**config.mk**
```make
export PLATFORM = sky130hd
export DESIGN_NAME = mips_fetch_unit
export DESIGN_NICKNAME = d
export VERILOG_FILES = /design/src/rtl/mips_fetch_unit.sv
export SDC_FILE = /design/constraint.sdc
export NUM_CORES = 1
export LEC_CHECK = 0
export BUFFER_PORTS_ARGS = -buffer_cell sky130_fd_sc_hd__buf_2
export CAP_MARGIN = 20
export CORE_MARGIN = 2
export CORE_UTILIZATION = 50
export DETAILED_ROUTE_END_ITERATION = 8
export GPL_TIMING_DRIVEN = 0
export MAX_ROUTING_LAYER = met4
export PLACE_DENSITY = 0.9
export SETUP_SLACK_MARGIN = 0.05
export SYNTH_ARGS = -nofsm -noshare
export SYNTH_HDL_FRONTEND = slang
export SYNTH_SLANG_ARGS = --single-unit
```
**constraint.sdc**
```tcl
create_clock -name clk -period 4.95 [get_ports clk]
set_input_delay 0.495 -clock clk [delete_from_list [all_inputs] [get_ports clk]]
set_output_delay 0.495 -clock clk [all_outputs]
set_load 0.02 [all_outputs]
```
**src/rtl/mips_fetch_unit.sv**
```systemverilog
// Instruction fetch unit for a single-cycle MIPS datapath: IDLE/FETCH/READY/FAULT sequencer.
// Optional fetch timeout is enabled by defining FETCH_TIMEOUT_EN.
module mips_fetch_unit #(
    parameter logic [31:0] RESET_PC = 32'h0000_0000,
    parameter int unsigned TIMEOUT  = 16
) (
    input  logic        clk,
    input  logic        reset,
    input  logic [31:0] pc_new,
    input  logic        advance,
    output logic [31:0] pc,
    output logic [31:0] instr,
    output logic        instr_valid,
    output logic        mem_req,
    output logic [31:0] mem_addr,
    input  logic        mem_ack,
    input  logic [31:0] mem_rdata,
    output logic        fault
);

    typedef enum logic [1:0] {
        IDLE  = 2'd0,
        FETCH = 2'd1,
        READY = 2'd2,
        FAULT = 2'd3
    } state_t;

    state_t      state_q, state_d;
    logic [31:0] pc_q, pc_d;
    logic [31:0] instr_q, instr_d;
    logic        instr_valid_q, instr_valid_d;
    logic        fault_q, fault_d;
    logic        mem_req_q, mem_req_d;
    logic [31:0] mem_addr_q, mem_addr_d;

`ifdef FETCH_TIMEOUT_EN
    localparam logic [31:0] TMO_LAST = 32'(TIMEOUT - 1);
    logic [31:0] tmo_q, tmo_d;
`else
    logic unused_timeout;
    assign unused_timeout = (TIMEOUT != 0);
`endif

    always_comb begin
        state_d       = state_q;
        pc_d          = pc_q;
        instr_d       = instr_q;
        instr_valid_d = instr_valid_q;
        fault_d       = fault_q;
`ifdef FETCH_TIMEOUT_EN
        tmo_d         = tmo_q;
`endif
        case (state_q)
            IDLE: begin
                state_d = FETCH;
`ifdef FETCH_TIMEOUT_EN
                tmo_d   = '0;
`endif
            end
            FETCH: begin
                if (mem_ack) begin
                    instr_d       = mem_rdata;
                    instr_valid_d = 1'b1;
                    state_d       = READY;
                end
`ifdef FETCH_TIMEOUT_EN
                else if (tmo_q == TMO_LAST) begin
                    state_d = FAULT;
                    fault_d = 1'b1;
                end else begin
                    tmo_d = tmo_q + 32'd1;
                end
`endif
            end
            READY: begin
                if (advance) begin
                    pc_d          = pc_new;
                    instr_valid_d = 1'b0;
`ifdef FETCH_TIMEOUT_EN
                    tmo_d         = '0;
`endif
                    if (pc_new[1:0] != 2'b00) begin
                        state_d = FAULT;
                        fault_d = 1'b1;
                    end else begin
                        state_d = FETCH;
                    end
                end
            end
            default: begin
                instr_valid_d = 1'b0;
                fault_d       = 1'b1;
            end
        endcase

        // Request outputs are registered, so they follow the state being entered.
        mem_req_d  = (state_d == FETCH);
        mem_addr_d = mem_req_d ? pc_d : '0;
    end

    always_ff @(posedge clk or posedge reset) begin
        if (reset) begin
            state_q       <= IDLE;
            pc_q          <= RESET_PC;
            instr_q       <= '0;
            instr_valid_q <= 1'b0;
            fault_q       <= 1'b0;
            mem_req_q     <= 1'b0;
            mem_addr_q    <= '0;
`ifdef FETCH_TIMEOUT_EN
            tmo_q         <= '0;
`endif
        end else begin
            state_q       <= state_d;
            pc_q          <= pc_d;
            instr_q       <= instr_d;
            instr_valid_q <= instr_valid_d;
            fault_q       <= fault_d;
            mem_req_q     <= mem_req_d;
            mem_addr_q    <= mem_addr_d;
`ifdef FETCH_TIMEOUT_EN
            tmo_q         <= tmo_d;
`endif
        end
    end

    assign pc          = pc_q;
    assign instr       = instr_q;
    assign instr_valid = instr_valid_q;
    assign fault       = fault_q;
    assign mem_req     = mem_req_q;
    assign mem_addr    = mem_addr_q;

endmodule

```
==> results of run 1 <==
## through the flow
step | util | power, mW
after floorplan | - | 1.45
after global placement | 0.645 | 1.66
after detailed placement | 0.649 | 1.69
after CTS | 0.681 | 2.27
after global routing | 0.681 | 2.35
final | 0.681 | 2.24
## logic make-up after synthesis
family | count (synthesis) | synth area share
AOI/OAI and AO/OA | 7 | 0.0124
DFF | 101 | 0.678
and+or+nand+nor | 38 | 0.0651
buffers and inverters | 13 | 0.0205
muxes | 64 | 0.224
## per-layer routing
layer	global-route usage	wire length, um	vias to the layer above
li1	-	-	1102
met5	-	0	-
met1	0.252	3110	1166
met3	0.0326	387	12
met4	0.0705	119	0
met2	0.348	4000	106
## cell usage in the layout, fill, tap and decap left out
master / count
nand3b_4: 1
a21oi_1: 3
clkinvlp_4: 2
or2_2: 1
inv_4: 1
mux2_2: 23
dfrtp_1: 101
bufinv_16: 2
buf_2: 170
inv_1: 1
mux2_1: 11
clkbuf_1: 2
nor2_1: 2
inv_8: 1
nand2_1: 1
buf_6: 3
mux2_4: 30
inv_2: 2
nor2b_1: 32
buf_16: 1
a31oi_2: 1
nand3_1: 1
o31a_1: 1
clkbuf_8: 9
o21ai_0: 2
inv_6: 2
## layout make-up
cell class / count / area [um2] / area share
plain buffers: 9 / 61.3 / 0.0124
multi-input cells: 109 / 1120 / 0.227
well taps: 99 / 124 / 0.0251
clock inverters: 7 / 104 / 0.0210
flip-flops and latches: 101 / 2530 / 0.512
inverters: 4 / 17.5 / 0.00355
repair buffers: 167 / 858 / 0.174
clock buffers: 9 / 124 / 0.0251
## sequential cells by signal (all words and copies together), names as in the netlist
register and cells:
instr_valid 1, mem_addr 32, state_q 2, instr 32, pc 32, mem_req 1, fault 1
## critical path, delay by kind of cell, from the launching register on
family / cells / cell delay, ns
flops: 1 / 0.46
simple gates: 1 / 0.12
compound gates: 2 / 0.46
buf+inv: 1 / 0.41
## worst paths after layout
| check | start | endpoint | slack, ns | depth (start not counted) |
|---|---|---|---|---|
| setup / recovery | state_q[0]$_DFF_PP0_ | mem_addr[12]$_DFF_PP0_ | 3.38 | 4 |
| hold reg to reg | fault$_DFFE_PP0P_ | fault$_DFFE_PP0P_ | 0.47 | 1 |
| setup reg to reg | state_q[0]$_DFF_PP0_ | mem_addr[12]$_DFF_PP0_ | 3.38 | 4 |
| hold / removal | reset | instr[25]$_DFFE_PP0P_ | 0.15 | 2 |
| max in group asynchronous | reset | mem_addr[0]$_DFF_PP0_ | 4.14 | 3 |
| min in group clk | mem_rdata[3] | instr[3]$_DFFE_PP0P_ | 0.35 | 2 |
## power breakdown
| part | leakage, nW | switching (mW) | internal (mW) |
|---|---|---|---|
| Clock | 0.108 | 0.283 | 0.292 |
| Sequential | 1.31 | 0.0761 | 0.974 |
| Combinational | 1.34 | 0.336 | 0.281 |
| Total | 2.76 | 0.695 | 1.55 |
==> impl_metrics.ini, run 1 <==
[clocking]
cts_tree = built
cts_setup_buffers = 0
cts-root-buf = clkbuf_8
ctsResizeCount = 0
clkLatencyLatePin_ns = 0.35
clk_pin_slew_ns = 0.11
cts_buffer_depth = 2
cts_buffers = 9
cts.sinks = 101
htreeDepth = 3
hold_buffers = 0

[detailed_routing]
dr.pass1.iters = 4
avgRoutedWirePerCell_um = 15.1
routed_wl_mm = 7.61
vias_per_cell = 4.72
drc = 0
antenna_left = 0
drtIter0Drc = 60
vias = 2386

[synth]
ys_top_cells_by_count = 101 x dfrtp_1, 32 x nor2b_1, 30 x mux2_4
synthesis.nets = 291
syn_area_um2 = 3730
seq_area_frac_synth = 0.678
synth_edf_count = 0
async_reset_ff_frac = 1.00
yosys_warnings = 0
netlist_instances = 223
synth_top_cell_by_area = dfrtp_1
yosysUniqueCellTypes = 19
synth-main-ff-cell = dfrtp_1
synth_top_area_frac = 0.678
synth_seq_cells = 101
postSynthAreaPerCell_um2 = 16.7
synth_area_leaders = dfrtp_1 68%, mux2_4 12%, mux2_2 7.0%, nor2b_1 5.4%, mux2_1 3.3%
synth.most_common_cell = dfrtp_1

[floorplan]
core_area_um2 = 7250
io_pins = 167
rows = 31
dieArea_um2 = 8160
die_width_um = 90.3
start_util = 0.514
die_y_um = 90.3

[timing]
period_needed_ns = 1.57
finalHoldViolCount = 0
rsz0062_at_grt = false
tightest_slew_ns = 0.458
tns_ns = 0
worst_slack_ns = 3.38
slew_violations = 0
fmax_mhz = 638
holdWs_ns = 0.153
setup_viol = 0
fin_crit_sh = 0.317
slew_headroom = 0.695
fin_skew_ns = 0.0163

[placed_design]
io_buffers = 166
gp_congestion = 0.769
dpl.cell_count = 489
dpl.hpwl_mm = 5.70
place_area_um2 = 4710
dp_worst_setup_slack_ns = 3.20

[run]
maxCapViolCount = 0

[global_route]
overflow = 0
grt_antenna_before_repair = 0
grt_usage = 0.205
grt_max_degree = 70
grt_pass1_vias = 2653
grt_pass1_wl_mm = 12.8

[layout]
nFillCells = 539
drive_gt1_frac = 0.613
stdcell_count = 505
area_delta_synth_final_pct = 32.5
final_area_um2 = 4940
nets = 469
insertedDiodeCount = 0

[outcome]
status = finished clean

[pwr]
leakagePower_nw = 2.76
ir_drop_mv = 0.294
p_per_area_nw_per_um2 = 454

[setup_path]
timing_worst_setup_path_type = flip-flop to flip-flop
cp-start-kind = flip-flop
cp_max_fo = 10
critPathArrivalTime_ns = 1.80
crit_path_max_incr_delay_ns = 0.46
cpMaxStageDelayCell = dfrtp_1
crit_path_end_kind = flip-flop
path_cells = a21oi_1, a31oi_2, clkbuf_1, nor2b_1
worstPathRequired_ns = 5.18

[hold_path]
worstHoldPathType = input port to asynchronous set/reset pin
Note: power is estimated with default switching activity, not from simulation.
==> run 2: changes to the inputs <==
--- a/config.mk
+++ b/config.mk
@@ -8,11 +8,11 @@
 export BUFFER_PORTS_ARGS = -buffer_cell sky130_fd_sc_hd__buf_2
 export CAP_MARGIN = 20
 export CORE_MARGIN = 2
-export CORE_UTILIZATION = 50
+export CORE_UTILIZATION = 47
 export DETAILED_ROUTE_END_ITERATION = 8
 export GPL_TIMING_DRIVEN = 0
 export MAX_ROUTING_LAYER = met4
-export PLACE_DENSITY = 0.9
+export PLACE_DENSITY = 0.86
 export SETUP_SLACK_MARGIN = 0.05
 export SYNTH_ARGS = -nofsm -noshare
 export SYNTH_HDL_FRONTEND = slang
==> constraint.sdc (replaced) <==
create_clock -name clk -period 1.6 [get_ports clk]
set_input_delay 0.16 -clock clk [delete_from_list [all_inputs] [get_ports clk]]
set_output_delay 0.16 -clock clk [all_outputs]
set_load 0.02 [all_outputs]
==> impl_metrics.ini, run 2 (synthesis gave the netlist of run 1 again) <==
[setup_path]
critPathCapture = mem_addr[5]$_DFF_PP0_
timing_worst_setup_path_type = flip-flop to flip-flop
rrSetupSlack_ns = 0.13
cp_max_fo = 10
r2r-end = mem_addr[5]$_DFF_PP0_
r2r_start = state_q[0]$_DFF_PP0_
critPathArrivalTime_ns = 1.71
critPathLaunch = state_q[0]$_DFF_PP0_
cp-start-kind = flip-flop
worstPathRequired_ns = 1.83
crit_path_end_kind = flip-flop
rr_worst_depth = 4

[detailed_routing]
routed_wl_mm = 7.47
drtIter0Drc = 44
dr.pass1.iters = 4
vias = 2367
drc = 0
avgRoutedWirePerCell_um = 14.7
antenna_left = 0
vias_per_cell = 4.64

[timing]
fmax_mhz = 679
finalHoldViolCount = 0
setup_viol = 0
tightest_slew_ns = 0.464
slew_headroom = 0.690
period_needed_ns = 1.47
rsz0062_at_grt = false
slew_violations = 0
fin_skew_ns = 0.0125
fin_crit_sh = 0.921
holdWs_ns = 0.0178

[run]
maxCapViolCount = 0

[hold_path]
worstHoldPathType = input port to flip-flop

[pwr]
ir_drop_mv = 0.766
p_per_area_nw_per_um2 = 1390
leakagePower_nw = 2.78

[floorplan]
rows = 32
io_pins = 167
core_area_um2 = 7690
dieArea_um2 = 8660
die_width_um = 93.0
start_util = 0.485
die_y_um = 93.0

[layout]
insertedDiodeCount = 0
nFillCells = 582
nets = 471
area_delta_synth_final_pct = 33.9
final_common_cell = buf_2
layout.area.seq_um2 = 2530
multi_input_area_um2 = 1140
drive_gt1_frac = 0.620
final_util = 0.649
layout_common_cells = 167 x buf_2, 101 x dfrtp_1, 32 x nor2b_1, 30 x mux2_4, 23 x mux2_2

[clocking]
cts_buffer_depth = 2
htreeDepth = 3
cts_buffers = 9
cts_setup_buffers = 0
cts.sinks = 101
clkLatencyLatePin_ns = 0.35
cts_tree = built
clk_pin_slew_ns = 0.09
cts-root-buf = clkbuf_8

[placed_design]
io_buffers = 166
dpl.hpwl_mm = 5.61
gp_congestion = 0.703

[global_route]
grt_antenna_before_repair = 0
grt_pass1_vias = 2491
grt_usage = 0.182
overflow = 0
grt_max_degree = 45
grt_pass1_wl_mm = 11.9

[outcome]
status = finished clean
==> run 2: changes by cell type in the layout (fill, tap and decap cells not counted), moves of 2 or more <==
cell and change:
buf_2 -3, clkinv_4 +2, buf_12 +2, clkbuf_2 +2, clkbuf_1 -2, clkbuf_4 +3
==> run 2: worst max-delay path: stages (launching register included) <==
cell,delay (ns)
dfrtp_1,0.47
nand3b_4,0.23
buf_6,0.20
mux2_4,0.32
nor2b_1,0.14
==> run 2: per-layer routing <==
metal  part of all wire  global-route usage  up-vias
met2               0.50               0.303       99
met4              0.013              0.0625        0
li1                   -                   -     1101
met5                  0                   -        -
met1               0.42               0.227     1158
met3              0.063              0.0322        9
==> run 2: cell type report <==
cell class,count,share of cell area
timing repair buffer,169,0.177
clock inverter,7,0.0208
multi-input combinational,109,0.228
clock buffer,9,0.0248
tap,102,0.0256
sequential,101,0.507
buffer,9,0.0143
inverter,4,0.00376
==> run 2: timing repair <==
action,in CTS,in global routing
hold endpoints to repair,18,0
gates cloned,0,0
hold buffers,1,0
gates resized for setup,2,5
endpoints found under the setup margin,20,57
==> run 2: worst min path at each step <==
stage	from	to	slack, ns	cells after the start
2_1_floorplan	advance	state_q[0]$_DFF_PP0_	0.28	1
3_3_place_gp	mem_rdata[0]	instr[0]$_DFFE_PP0P_	0.37	2
3_5_place_dp	reset	instr[22]$_DFFE_PP0P_	0.20	2
4_1_cts	mem_rdata[2]	instr[2]$_DFFE_PP0P_	0.0004	2
5_1_grt	mem_rdata[1]	instr[1]$_DFFE_PP0P_	0.02	2
6_report	mem_rdata[6]	instr[6]$_DFFE_PP0P_	0.02	2
==> run 2: stage by stage <==
step / area [um2] / std cells / setup WS (ns) / TNS, ns / power [mW]
2_1_floorplan: 3730 / 223 / 0.236 / 0 / 4.50
3_3_place_gp: 4690 / 491 / -0.341 / -33.90 / 5.12
3_5_place_dp: 4730 / 493 / -0.0843 / -0.943 / 5.20
4_1_cts: 4970 / 510 / 0.0662 / 0 / 7.00
5_1_grt: 4990 / 510 / 0.0534 / 0 / 7.23
6_report: 4990 / 510 / 0.126 / 0 / 6.91
==> run 2: where the power goes <==
| part | total [mW] | switching (mW) | internal [mW] | leakage (nW) |
|---|---|---|---|---|
| clock network | 1.77 | 0.870 | 0.903 | 0.115 |
| registers | 3.25 | 0.236 | 3.01 | 1.31 |
| logic | 1.89 | 1.02 | 0.872 | 1.36 |
| total | 6.91 | 2.12 | 4.79 | 2.78 |
